File: config.mk
export PLATFORM = sky130hd
export DESIGN_NAME = hv_assoc_search_flat
export DESIGN_NICKNAME = d
export VERILOG_FILES = /design/src/rtl/hdc_pkg.sv /design/src/rtl/hv_assoc_search_if.sv /design/src/rtl/hv_popcount.sv /design/src/rtl/hv_assoc_search.sv /design/src/flat_wrapper.sv
export SDC_FILE = /design/constraint.sdc
export NUM_CORES = 1
export LEC_CHECK = 0
export ABC_AREA = 0
export BUFFER_PORTS_ARGS = -buffer_cell sky130_fd_sc_hd__buf_2
export CELL_PAD_IN_SITES_DETAIL_PLACEMENT = 2
export CELL_PAD_IN_SITES_GLOBAL_PLACEMENT = 2
export CORE_MARGIN = 10
export CORE_UTILIZATION = 32
export CTS_BUF_LIST = sky130_fd_sc_hd__clkbuf_4
export CTS_CLUSTER_DIAMETER = 200
export DETAILED_ROUTE_END_ITERATION = 16
export GPL_TIMING_DRIVEN = 0
export PLACE_DENSITY = 0.8
export SYNTH_ARGS = -nofsm -noshare
export SYNTH_HDL_FRONTEND = slang
export SYNTH_HIERARCHICAL = 1
export SYNTH_SLANG_ARGS = --single-unit
export TNS_END_PERCENT = 30
File: constraint.sdc
create_clock -name clk -period 3 [get_ports clk]
set_clock_uncertainty 0.15 [all_clocks]
set_input_delay 0.6 -clock clk [delete_from_list [all_inputs] [get_ports clk]]
set_output_delay 0.6 -clock clk [all_outputs]
set_load 0.02 [all_outputs]
File: src/rtl/hdc_pkg.sv
// rtl/hdc_pkg.sv - shared hypervector constants and search state encoding
package hdc_pkg;

    // Segments per hypervector; the query and every class HV are streamed in this many chunks.
    localparam int SEQ_CYCLE_COUNT = 4;
    localparam int SEG_W           = (SEQ_CYCLE_COUNT > 1) ? $clog2(SEQ_CYCLE_COUNT) : 1;

    typedef enum logic [1:0] {
        S_IDLE  = 2'd0,
        S_ACCUM = 2'd1,
        S_SCAN  = 2'd2,
        S_DONE  = 2'd3
    } search_state_t;

endpackage

File: src/rtl/hv_assoc_search_if.sv
// rtl/hv_assoc_search_if.sv - query segment stream and class memory read bus
// Ports/signals:
//   q_valid, q_chunk : query segment offered by the upstream encoder
//   q_ready          : search block accepts the offered segment this cycle
//   cls_idx          : segment index presented to the class memory
//   cls_chunk        : segment cls_idx of every class, class c at [c*CHUNK_W +: CHUNK_W]
interface hv_assoc_search_if
    import hdc_pkg::*;
#(
    parameter int NUM_CLASSES = 4,
    parameter int CHUNK_W     = 64
);
    logic                           q_valid;
    logic [CHUNK_W-1:0]             q_chunk;
    logic                           q_ready;
    logic [SEG_W-1:0]               cls_idx;
    logic [NUM_CLASSES*CHUNK_W-1:0] cls_chunk;

    // slave: the search block; master: query source plus class memory
    modport slave  (input  q_valid, q_chunk, cls_chunk, output q_ready, cls_idx);
    modport master (output q_valid, q_chunk, cls_chunk, input  q_ready, cls_idx);
endinterface

File: src/rtl/hv_popcount.sv
// rtl/hv_popcount.sv - combinational popcount built as a binary adder tree
// Ports:
//   i_bits  : input word
//   o_count : number of set bits in i_bits
module hv_popcount #(
    parameter int WIDTH = 64,
    parameter int CNT_W = $clog2(WIDTH + 1)
) (
    input  logic [WIDTH-1:0] i_bits,
    output logic [CNT_W-1:0] o_count
);
    localparam int LVLS  = $clog2(WIDTH);
    localparam int PAD_W = 1 << LVLS;

    // Pad to a power of two so every tree level halves cleanly.
    logic [PAD_W-1:0] w_pad;
    assign w_pad = PAD_W'(i_bits);

    for (genvar l = 0; l <= LVLS; l++) begin : g_lvl
        localparam int N = PAD_W >> l;
        logic [N-1:0][CNT_W-1:0] w_sum;
        if (l == 0) begin : g_leaf
            for (genvar i = 0; i < N; i++) begin : g_bit
                assign w_sum[i] = CNT_W'(w_pad[i]);
            end
        end else begin : g_node
            for (genvar i = 0; i < N; i++) begin : g_add
                assign w_sum[i] = g_lvl[l-1].w_sum[2*i] + g_lvl[l-1].w_sum[2*i+1];
            end
        end
    end

    assign o_count = g_lvl[LVLS].w_sum[0];
endmodule

File: src/rtl/hv_assoc_search.sv
// rtl/hv_assoc_search.sv - associative search: per-class Hamming accumulation and argmin
// Ports:
//   clk, nrst  : clock, asynchronous active-low reset
//   en         : global enable, low freezes all state
//   start      : begin a search (honoured in idle only), prune_mask latched here
//   prune_mask : bit k set keeps segment k in the distance
//   bus        : query stream in, class memory read out
//   busy, done : search in progress / one-cycle result strobe
//   class_out  : predicted class, min_dist its distance; held between searches
module hv_assoc_search
    import hdc_pkg::*;
#(
    parameter int NUM_CLASSES = 4,
    parameter int CHUNK_W     = 64,
    parameter int DIST_W      = $clog2(CHUNK_W * SEQ_CYCLE_COUNT + 1)
) (
    input  logic                           clk,
    input  logic                           nrst,
    input  logic                           en,
    input  logic                           start,
    input  logic [SEQ_CYCLE_COUNT-1:0]     prune_mask,
    hv_assoc_search_if.slave               bus,
    output logic                           busy,
    output logic                           done,
    output logic [$clog2(NUM_CLASSES)-1:0] class_out,
    output logic [DIST_W-1:0]              min_dist
);
    localparam int CLS_W = $clog2(NUM_CLASSES);
    localparam int CNT_W = $clog2(CHUNK_W + 1);

    search_state_t              r_state, w_state_next;
    logic [SEQ_CYCLE_COUNT-1:0] r_mask;
    logic [SEG_W-1:0]           r_seg;
    logic [CLS_W-1:0]           r_scan, r_best_idx;
    logic [DIST_W-1:0]          r_best;
    logic [DIST_W-1:0]          r_acc [NUM_CLASSES];
    logic [CNT_W-1:0]           w_pop [NUM_CLASSES];

    logic w_q_ready, w_beat, w_last_seg, w_last_scan, w_take;
    logic [DIST_W-1:0] w_cand, w_best_nx;
    logic [CLS_W-1:0]  w_idx_nx;

    for (genvar c = 0; c < NUM_CLASSES; c++) begin : g_pop
        hv_popcount #(.WIDTH(CHUNK_W)) u_pop (
            .i_bits  (bus.q_chunk ^ bus.cls_chunk[c*CHUNK_W +: CHUNK_W]),
            .o_count (w_pop[c])
        );
    end

    assign w_beat      = bus.q_valid && w_q_ready;
    assign w_last_seg  = (r_seg == SEG_W'(SEQ_CYCLE_COUNT - 1));
    assign w_last_scan = (r_scan == CLS_W'(NUM_CLASSES - 1));

    // Argmin step: the first scanned class seeds the best; strict compare keeps the lowest index on ties.
    assign w_cand    = r_acc[r_scan];
    assign w_take    = (r_scan == '0) || (w_cand < r_best);
    assign w_best_nx = w_take ? w_cand : r_best;
    assign w_idx_nx  = w_take ? r_scan : r_best_idx;

    always_ff @(posedge clk or negedge nrst) begin
        if (!nrst) begin
            r_state <= S_IDLE;
        end else if (en) begin
            r_state <= w_state_next;
        end
    end

    always_comb begin
        w_state_next = r_state;
        case (r_state)
            S_IDLE:  if (start)                 w_state_next = S_ACCUM;
            S_ACCUM: if (w_beat && w_last_seg)  w_state_next = S_SCAN;
            S_SCAN:  if (w_last_scan)           w_state_next = S_DONE;
            S_DONE:                             w_state_next = S_IDLE;
            default:                            w_state_next = S_IDLE;
        endcase
    end

    always_comb begin
        w_q_ready   = (r_state == S_ACCUM) && en;
        done        = (r_state == S_DONE) && en;
        busy        = (r_state != S_IDLE);
        bus.cls_idx = (r_state == S_ACCUM) ? r_seg : '0;
    end
    assign bus.q_ready = w_q_ready;

    always_ff @(posedge clk or negedge nrst) begin
        if (!nrst) begin
            r_mask     <= '0;
            r_seg      <= '0;
            r_scan     <= '0;
            r_best     <= '0;
            r_best_idx <= '0;
            class_out  <= '0;
            min_dist   <= '0;
            for (int c = 0; c < NUM_CLASSES; c++) r_acc[c] <= '0;
        end else if (en) begin
            case (r_state)
                S_IDLE: if (start) begin
                    r_mask <= prune_mask;
                    r_seg  <= '0;
                    for (int c = 0; c < NUM_CLASSES; c++) r_acc[c] <= '0;
                end
                S_ACCUM: if (w_beat) begin
                    if (r_mask[r_seg]) begin
                        for (int c = 0; c < NUM_CLASSES; c++) r_acc[c] <= r_acc[c] + DIST_W'(w_pop[c]);
                    end
                    r_seg  <= w_last_seg ? '0 : r_seg + 1'b1;
                    r_scan <= '0;
                end
                S_SCAN: begin
                    r_best     <= w_best_nx;
                    r_best_idx <= w_idx_nx;
                    r_scan     <= w_last_scan ? '0 : r_scan + 1'b1;
                    // Publish on the final compare so the result is stable while done is high.
                    if (w_last_scan) begin
                        class_out <= w_idx_nx;
                        min_dist  <= w_best_nx;
                    end
                end
                default: ;
            endcase
        end
    end
endmodule

File: src/flat_wrapper.sv
// flat-port wrapper written by rule: the top's interface ports become plain ports
module hv_assoc_search_flat import hdc_pkg::*;
#(
    parameter int NUM_CLASSES = 4,
    parameter int CHUNK_W     = 64,
    parameter int DIST_W      = $clog2(CHUNK_W * SEQ_CYCLE_COUNT + 1)
)
  (clk, nrst, en, start, prune_mask, busy, done, class_out, min_dist, bus_q_valid, bus_q_chunk, bus_cls_chunk, bus_q_ready, bus_cls_idx);
  hv_assoc_search_if #(.NUM_CLASSES(NUM_CLASSES), .CHUNK_W(CHUNK_W)) bus_i ();
  input  logic clk;
  input  logic nrst;
  input  logic en;
  input  logic start;
  input  logic [SEQ_CYCLE_COUNT-1:0] prune_mask;
  output logic busy;
  output logic done;
  output logic [$clog2(NUM_CLASSES)-1:0] class_out;
  output logic [DIST_W-1:0] min_dist;
  input wire logic [$bits(bus_i.q_valid)-1:0] bus_q_valid;
  input wire logic [$bits(bus_i.q_chunk)-1:0] bus_q_chunk;
  input wire logic [$bits(bus_i.cls_chunk)-1:0] bus_cls_chunk;
  output wire logic [$bits(bus_i.q_ready)-1:0] bus_q_ready;
  output wire logic [$bits(bus_i.cls_idx)-1:0] bus_cls_idx;
  assign bus_i.q_valid = bus_q_valid;
  assign bus_i.q_chunk = bus_q_chunk;
  assign bus_i.cls_chunk = bus_cls_chunk;
  assign bus_q_ready = bus_i.q_ready;
  assign bus_cls_idx = bus_i.cls_idx;
  hv_assoc_search #(.NUM_CLASSES(NUM_CLASSES), .CHUNK_W(CHUNK_W), .DIST_W(DIST_W)) u_core (.clk(clk), .nrst(nrst), .en(en), .start(start), .prune_mask(prune_mask), .bus(bus_i), .busy(busy), .done(done), .class_out(class_out), .min_dist(min_dist));
endmodule
=== Word level (Yosys, flattened, before mapping) ===
Cells that the tools add are included.

* Flip-flop bits (word level): 68
* Input bits: 329
* Word-level logic and storage cells: 328

* Add/subtract/negate cells: 258
* $lt $le $gt $ge: 3
* Equal/unequal tests: 10
* Muxes and demuxes: 23
* Bitwise logic cells: 5
* Reductions and logical operators: 17

{| class="wikitable"
|+ Operators with widths
! operator !! number
|-
| $add A1 B1 Y2 || 128
|-
| $xor A64 B64 Y64 || 4
|-
| $add A2 B2 Y3 || 60
|-
| $add A3 B3 Y4 || 28
|-
| $mux W36 || 3
|-
| $pmux W36 S2 || 1
|-
| $add A4 B4 Y5 || 12
|-
| $add A9 B7 Y9 || 4
|-
| $add A7 B2 Y7 || 4
|-
| $add A7 B3 Y7 || 4
|-
| $add A7 B4 Y7 || 4
|-
| $add A7 B5 Y7 || 4
|-
| $add A7 B6 Y7 || 4
|-
| $mux W9 || 3
|-
| $add A5 B5 Y6 || 4
|-
| $mux W2 || 10
|-
| $bmux W9 S2 || 1
|-
| $lt A9 B9 Y1 || 1
|-
| $reduce_and A3 Y1 || 3
|-
| $eq A2 B2 Y1 const B || 4
|-
| $pmux W2 S2 || 2
|-
| $pmux W2 S4 || 1
|-
| $reduce_and A4 Y1 || 2
|-
| $ne A2 B1 Y1 const B || 3
|-
| 14 further kinds || 22
|}

=== Logic depth before layout (Yosys ltp) ===
Gate-level depths: netlist (run 1).

* Word-level depth: 11
* Gate-level depth with buffers: 28
* Mapped depth without buffers: 28

=== Hierarchy ===
The synthesis (run 1) kept the hierarchy.

{| class="wikitable"
|+ By module, submodules not included
! module !! instances !! cells an instance !! area an instance (sq um)
|-
| hv_assoc_search || 1 || 707 || 6,892.9
|-
| hv_popcount at u_core.g_pop[2].u_pop || 1 || 208 || 1,994.4
|-
| hv_popcount at u_core.g_pop[3].u_pop || 1 || 208 || 1,991.9
|-
| hv_popcount at u_core.g_pop[1].u_pop || 1 || 207 || 1,990.7
|-
| hv_popcount at u_core.g_pop[0].u_pop || 1 || 206 || 1,986.9
|}

=== Worst setup path after synthesis (run 1) ===
Ideal clock, no wire load.

* Path kind: in2reg
* From: input bus_q_chunk[16]
* To: register u_core/r_acc[6] (netlist bit)
* Library setup time: 0.122 ns
* Arrival: 7.394 ns
* Data required time: 2.728 ns
* Path slack: -4.666 ns
* Cell stages on the path: 25
* Path buffers: 0
* Cells stage by stage: xor2_1 -> inv_1 -> fa_1 -> inv_1 -> ha_1 -> ha_1 -> fa_1 -> ha_1 -> fa_1 -> inv_1 -> fa_1 -> fa_1 -> fa_1 -> fa_1 -> inv_1 -> fa_1 -> a21o_2 -> a21oi_1 -> xnor2_1 -> ha_1 -> o21a_1 -> a21boi_1 -> o21a_1 -> or3_1 -> a32o_1

{| class="wikitable"
|+ RTL lines
! element !! RTL line !! RTL
|-
| from (decl) || flat_wrapper.sv:20 || <nowiki>input wire logic [$bits(bus_i.q_chunk)-1:0] bus_q_chunk;</nowiki>
|-
| to (decl) || hv_assoc_search.sv:36 || <nowiki>logic [DIST_W-1:0] r_acc [NUM_CLASSES];</nowiki>
|}

==> flow_summary.yaml, run 1 <==
clock_network:
  ctsHoldBuffers: 0
  cts_tree: "done"
  clk_pin_slew_ns: 0.12
  ctsHtreeMaxLevel: 3
  clockRootBuffer: "clkbuf_4"
  tritoncts.num_buffers: 9
  clock-sinks: 68
  clk_latency_ns: 0.47
  cts.path.max_buffers: 2
run_status:
  outcome: "finished with violations"
  violations: "setup timing"
synth:
  synth_top_cells_by_area: "fa_1, xor2_1, ha_1"
  ys_seq_area_share_pct: 11.5
  synth_nets: 2249
  syn_inst: 1536
  synth.cell_area_sq_um: 14900
  ys_types: 64
  synthArstFlopShare_pct: 100
  yosys_warnings: 6
  synth.avg_cell_area_sq_um: 9.67
  synth_edf_count: 0
  synth_top_area_share_pct: 29.1
  synth_area_leader_cell: "fa_1"
  ys_ff_latch: 68
  ys.flop_type: "dfrtp_1"
placement:
  detailed_place_hpwl_um: 58300
  dp.cells: 2480
  place_congestion: 0.905
  io_buffers: 344
  place_ws_ns: -5.45
global_routing:
  antenna_found_initial: 23
  grt_max_degree: 69
  grt_overflow: 0
  grt_pass1_vias: 15600
  grt_pass1_wl_um: 103000
  grt_util_all_layers_pct: 24.6
worst_setup_path:
  endpoint_kind: "register"
  crit_fanout: 4
  cp.required_ns: 3.22
  reg2reg_from: "u_core/r_scan[0]$_DFFE_PN0P_"
  start_kind: "input port"
  crit_start: "bus_q_chunk[23]"
  crit_type: "input port to register"
  cp_data_arrival_time_ns: 8.35
timing:
  hold_viol_final: 0
  finalCritPeriodShare_pct: 271
  fin_setup_tns_ns: -159.28
  setup_viol: 58
  tightest_slew_ns: 0.917
  setup_ws_ns: -5.13
  fmax_mhz: 123
  rsz0062_at_grt: "yes"
  period_minus_slack_ns: 8.13
  relSlewSlack_pct: 38.9
  timing.final.max_slew_violations: 0
finish:
  drive_above_1_share_pct: 31.7
  fin_cells: 2545
  area_growth_pct: 28.3
  fillCellCount: 4942
  layout.nets: 2634
  post-route-util_pct: 41.7
route:
  drtIter0Drc: 668
  drc_errors: 0
  via_per_inst: 5.13
  vias: 13100
  first_pass_iters: 5
  drtAntennaViolNets: 0
  wl_per_cell_um: 29.9
  wirelength_um: 76000
floorplan:
  io-pin-count: 345
  core_sq_um: 45700
  num_rows: 78
  die_area_sq_um: 55400
  die_w_um: 235
  initial_core_util_pct: 32.5
  die_height_um: 235
hold_path:
  hp-class: "input port to asynchronous set/reset pin"
job:
  drv_cap: 0
## worst max-delay path: stages
cell     delay [ns]
buf_12         0.11
buf_4          0.13
xor2_1         0.20
inv_1          0.12
fa_1           0.59
inv_2          0.07
ha_4           0.27
inv_1          0.05
fa_1           0.53
fa_1           0.46
fa_1           0.57
fa_1           0.48
fa_2           0.66
fa_1           0.44
fa_1           0.52
inv_2          0.05
ha_4           0.18
fa_2           0.38
buf_4          0.15
xor2_1         0.18
ha_1           0.30
nor2b_1        0.19
o31a_1         0.30
o21a_1         0.20
or3_1          0.34
a32o_1         0.28
## cell type report
cell class | count | area, sq um | share of cell area (%)
Buffer | 18 | 145 | 0.761
Multi-Input combinational cell | 1017 | 12600 | 66.1
Clock inverter | 3 | 38.8 | 0.203
Timing Repair Buffer | 374 | 2070 | 10.8
Inverter | 433 | 1630 | 8.53
Clock buffer | 12 | 90.1 | 0.473
Sequential cell | 68 | 1700 | 8.93
Tap cell | 600 | 751 | 3.94
Antenna cell | 20 | 50.0 | 0.263
## registers in the layout, summed over array words and instances (netlist names)
register and cells:
u_core/r_acc 36, u_core/min_dist 9, u_core/r_best 9, u_core/r_mask 4, u_core/class_out 2, u_core/r_best_idx 2, u_core/r_scan 2, u_core/r_seg 2
u_core/r_state 2
## timing repair
action	4_1_cts	5_1_grt
setup buffers	22	9
hold endpoints to repair	0	0
endpoints found under the setup margin	58	58
pin swaps	89	36
gates resized for setup	155	73
## per-stage QoR
step	instance area, sq um	hold WS (ns)
floorplan	15000	0.154
global placement	17500	0.338
detailed placement	17500	0.345
CTS	18500	0.146
global route	19100	0.152
finish	19100	0.0861
## logic make-up (layout without fill, tap and decap cells)
kind of cell | after synthesis | after routing | share of synthesized area [%]
flip-flops | 68 | 68 | 11.5
other | 0 | 20 | 0
AND/OR/NAND/NOR | 142 | 142 | 5.56
multiplexers | 27 | 27 | 3.10
adder cells (fa/ha/maj) | 384 | 384 | 43.3
buffers and inverters | 451 | 840 | 11.6
XOR/XNOR | 276 | 276 | 16.3
AO/OA/AOI/OAI | 188 | 188 | 8.78
## synthesized netlist by cell type (all sizes together) (6+ instances only)
library cell / number
o21a: 25
nand2b: 22
o21ai: 46
mux4: 10
xor2: 266
a21o: 10
ha: 168
a211oi: 11
inv: 433
o31a: 14
fa: 216
buf: 12
a21oi: 30
a31oi: 7
clkbuf: 6
or3: 8
a22o: 9
nor2: 23
a32o: 8
nand2: 29
o2111ai: 9
nor3b: 19
dfrtp: 68
xnor2: 10
mux2: 16
## final timing paths
kind | end | slack, ns | cells after the start
setup / recovery | u_core/r_acc[15]$_DFFE_PN0P_ | -5.13 | 26
hold / removal | u_core/class_out[1]$_DFFE_PN0P_ | 0.09 | 1
setup reg to reg | u_core/r_best[2]$_DFFE_PN0P_ | -0.20 | 9
hold reg to reg | u_core/r_mask[0]$_DFFE_PN0P_ | 0.37 | 1
max in group asynchronous | u_core/r_scan[0]$_DFFE_PN0P_ | 1.95 | 1
min in group clk | u_core/r_mask[2]$_DFFE_PN0P_ | 0.22 | 2
## layer usage
metal | vias to the layer above | track usage, % | wire [um]
met3 | 263 | 5.50 | 4480
met2 | 568 | 46.6 | 40000
li1 | 5515 | - | -
met5 | - | 0 | 94
met1 | 6699 | 25.4 | 26700
met4 | 14 | 10.1 | 4720
## placed cells by master (no fill, tap or decap), drive strengths merged, types with 10 or more instances in the layout
cell | netlist | layout
inv | 433 | 433
buf | 12 | 385
xor2 | 266 | 266
fa | 216 | 216
ha | 168 | 168
dfrtp | 68 | 68
o21ai | 46 | 46
a21oi | 30 | 30
nand2 | 29 | 29
o21a | 25 | 25
nor2 | 23 | 23
nand2b | 22 | 22
diode | 0 | 20
nor3b | 19 | 19
clkbuf | 6 | 19
mux2 | 16 | 16
o31a | 14 | 14
a211oi | 11 | 11
mux4 | 10 | 10
xnor2 | 10 | 10
a21o | 10 | 10
Power of run 1 is not shown: default switching activity piles up to over one toggle a cycle in this logic, so the estimate is an artifact.
==> run 2, diff against run 1 <==
--- a/config.mk
+++ b/config.mk
@@ -15,6 +15,7 @@
 export CTS_CLUSTER_DIAMETER = 200
 export DETAILED_ROUTE_END_ITERATION = 16
 export GPL_TIMING_DRIVEN = 0
+export MAX_ROUTING_LAYER = met4
 export PLACE_DENSITY = 0.8
 export SYNTH_ARGS = -nofsm -noshare
 export SYNTH_HDL_FRONTEND = slang
==> flow_summary.yaml, run 2 (synthesis gave the netlist of run 1 again) <==
worst_setup_path:
  reg2reg_to: "u_core/r_best[5]$_DFFE_PN0P_"
  slowest_delay_ns: 0.62
  crit_buf_inv: 7
  cp_data_arrival_time_ns: 8.18
  cp.required_ns: 3.22
  crit_type: "input port to register"
  endpoint_kind: "register"
  crit_slowest_cell: "fa_2"
  crit_fanout: 4
  critical-path-top-delay-family: "adder cells"
  reg2reg_slack_ns: -0.15
  crit_cells: 27
  start_kind: "input port"
  r2r_cells: 9
  crit_path_frequent_cell: "fa_1"
  reg2reg_from: "u_core/r_scan[0]$_DFFE_PN0P_"
run_status:
  violations: "setup timing"
  outcome: "finished with violations"
global_routing:
  grt_pass1_wl_um: 99700
  grt_util_all_layers_pct: 24.3
  grt_pass1_vias: 15400
  grt_max_degree: 48
  antenna_found_initial: 22
  grt_overflow: 0
timing:
  hold_viol_final: 0
  finalCritPeriodShare_pct: 265
  setup_ws_ns: -4.96
  setup_viol: 58
  fmax_mhz: 126
  tightest_slew_ns: 0.729
  rsz0062_at_grt: "yes"
  relSlewSlack_pct: 51.2
  period_minus_slack_ns: 7.96
  timing.final.max_slew_violations: 0
floorplan:
  die_height_um: 235
  core_sq_um: 45700
  initial_core_util_pct: 32.5
  io-pin-count: 345
  die_w_um: 235
  num_rows: 78
  die_area_sq_um: 55400
finish:
  layout_common_cells: "inv_1, buf_2, xor2_1"
  regMostFlops: "u_core/r_acc"
  layout.nets: 2648
  fin_cells: 2569
  drive_above_1_share_pct: 32.3
  area_growth_pct: 29.3
  mostFrequentLayoutCell: "inv_1"
  fillCellCount: 4916
  reg.largest.list: "u_core/r_acc (36), u_core/min_dist (9), u_core/r_best (9)"
  largest_reg_flops: 36
route:
  wirelength_um: 75500
  drtAntennaViolNets: 0
  first_pass_iters: 4
  via_per_inst: 5.06
  drtIter0Drc: 652
  drc_errors: 0
  vias: 13000
  wl_per_cell_um: 29.4
clock_network:
  clockRootBuffer: "clkbuf_4"
  tritoncts.num_buffers: 9
  cts_tree: "done"
  clock-sinks: 68
  ctsHtreeMaxLevel: 3
  clk_pin_slew_ns: 0.11
  clk_latency_ns: 0.45
  cts.path.max_buffers: 2
hold_path:
  hold_path_end: "u_core/r_mask[0]$_DFFE_PN0P_"
  hp-start: "prune_mask[0]"
  hp-class: "input port to register"
  holdPathStages: 2
placement:
  place_congestion: 0.920
  dp.cells: 2481
  detailed_place_hpwl_um: 58000
  io_buffers: 344
job:
  drv_cap: 0
-- run 2: how the worst max path moves through the flow --
stage,start,endpoint
finish,bus_q_chunk[21],u_core/r_acc[7]$_DFFE_PN0P_
global placement,bus_q_chunk[20],u_core/r_acc[33]$_DFFE_PN0P_
global route,bus_q_chunk[21],u_core/r_acc[7]$_DFFE_PN0P_
floorplan,bus_cls_chunk[20],u_core/r_acc[33]$_DFFE_PN0P_
detailed placement,bus_q_chunk[20],u_core/r_acc[33]$_DFFE_PN0P_
CTS,bus_q_chunk[20],u_core/r_acc[33]$_DFFE_PN0P_
-- run 2: timing repair --
item                                    CTS  global route
endpoints found under the hold margin    21             0
resized for setup                       140            97
cloned                                    0             0
pin swaps                                60            45
endpoints found under the setup margin   58            58
buffers inserted                         26            20
hold buffers                              1             0
-- run 2: through the flow --
stage               setup slack (ns)  util [%]  hold WS, ns  setup TNS [ns]  instance area, sq um
CTS                            -4.64      40.6        0.210         -145.92                 18500
global route                   -5.06      42.1        0.198         -162.47                 19200
floorplan                      -4.39         -        0.154         -136.51                 15000
detailed placement             -5.47      38.3        0.346         -179.26                 17500
global placement               -5.19      38.3        0.338         -170.18                 17500
finish                         -4.96      42.1        0.231         -156.17                 19200
-- run 2: cell type report --
type                       instances  area [sq um]  share of cell area (%)
sequential                        68          1700                    8.86
clock buffer                      11          82.6                   0.430
clock inverter                     5          76.3                   0.397
multi-input combinational       1017         12600                    65.4
inverter                         433          1630                    8.46
antenna                           29          72.6                   0.378
timing repair buffer             388          2200                    11.4
buffer                            18           141                   0.736
tap                              600           751                    3.91
-- run 2: routing by layer --
metal / GRT usage [%] / up-vias / wire (um)
li1: - / 5554 / -
met1: 26.3 / 6719 / 27500
met2: 44.4 / 501 / 39700
met3: 3.68 / 222 / 3760
met4: 8.44 / 0 / 4500
met5: - / - / 0
Power of run 2 is left out for the same reason.
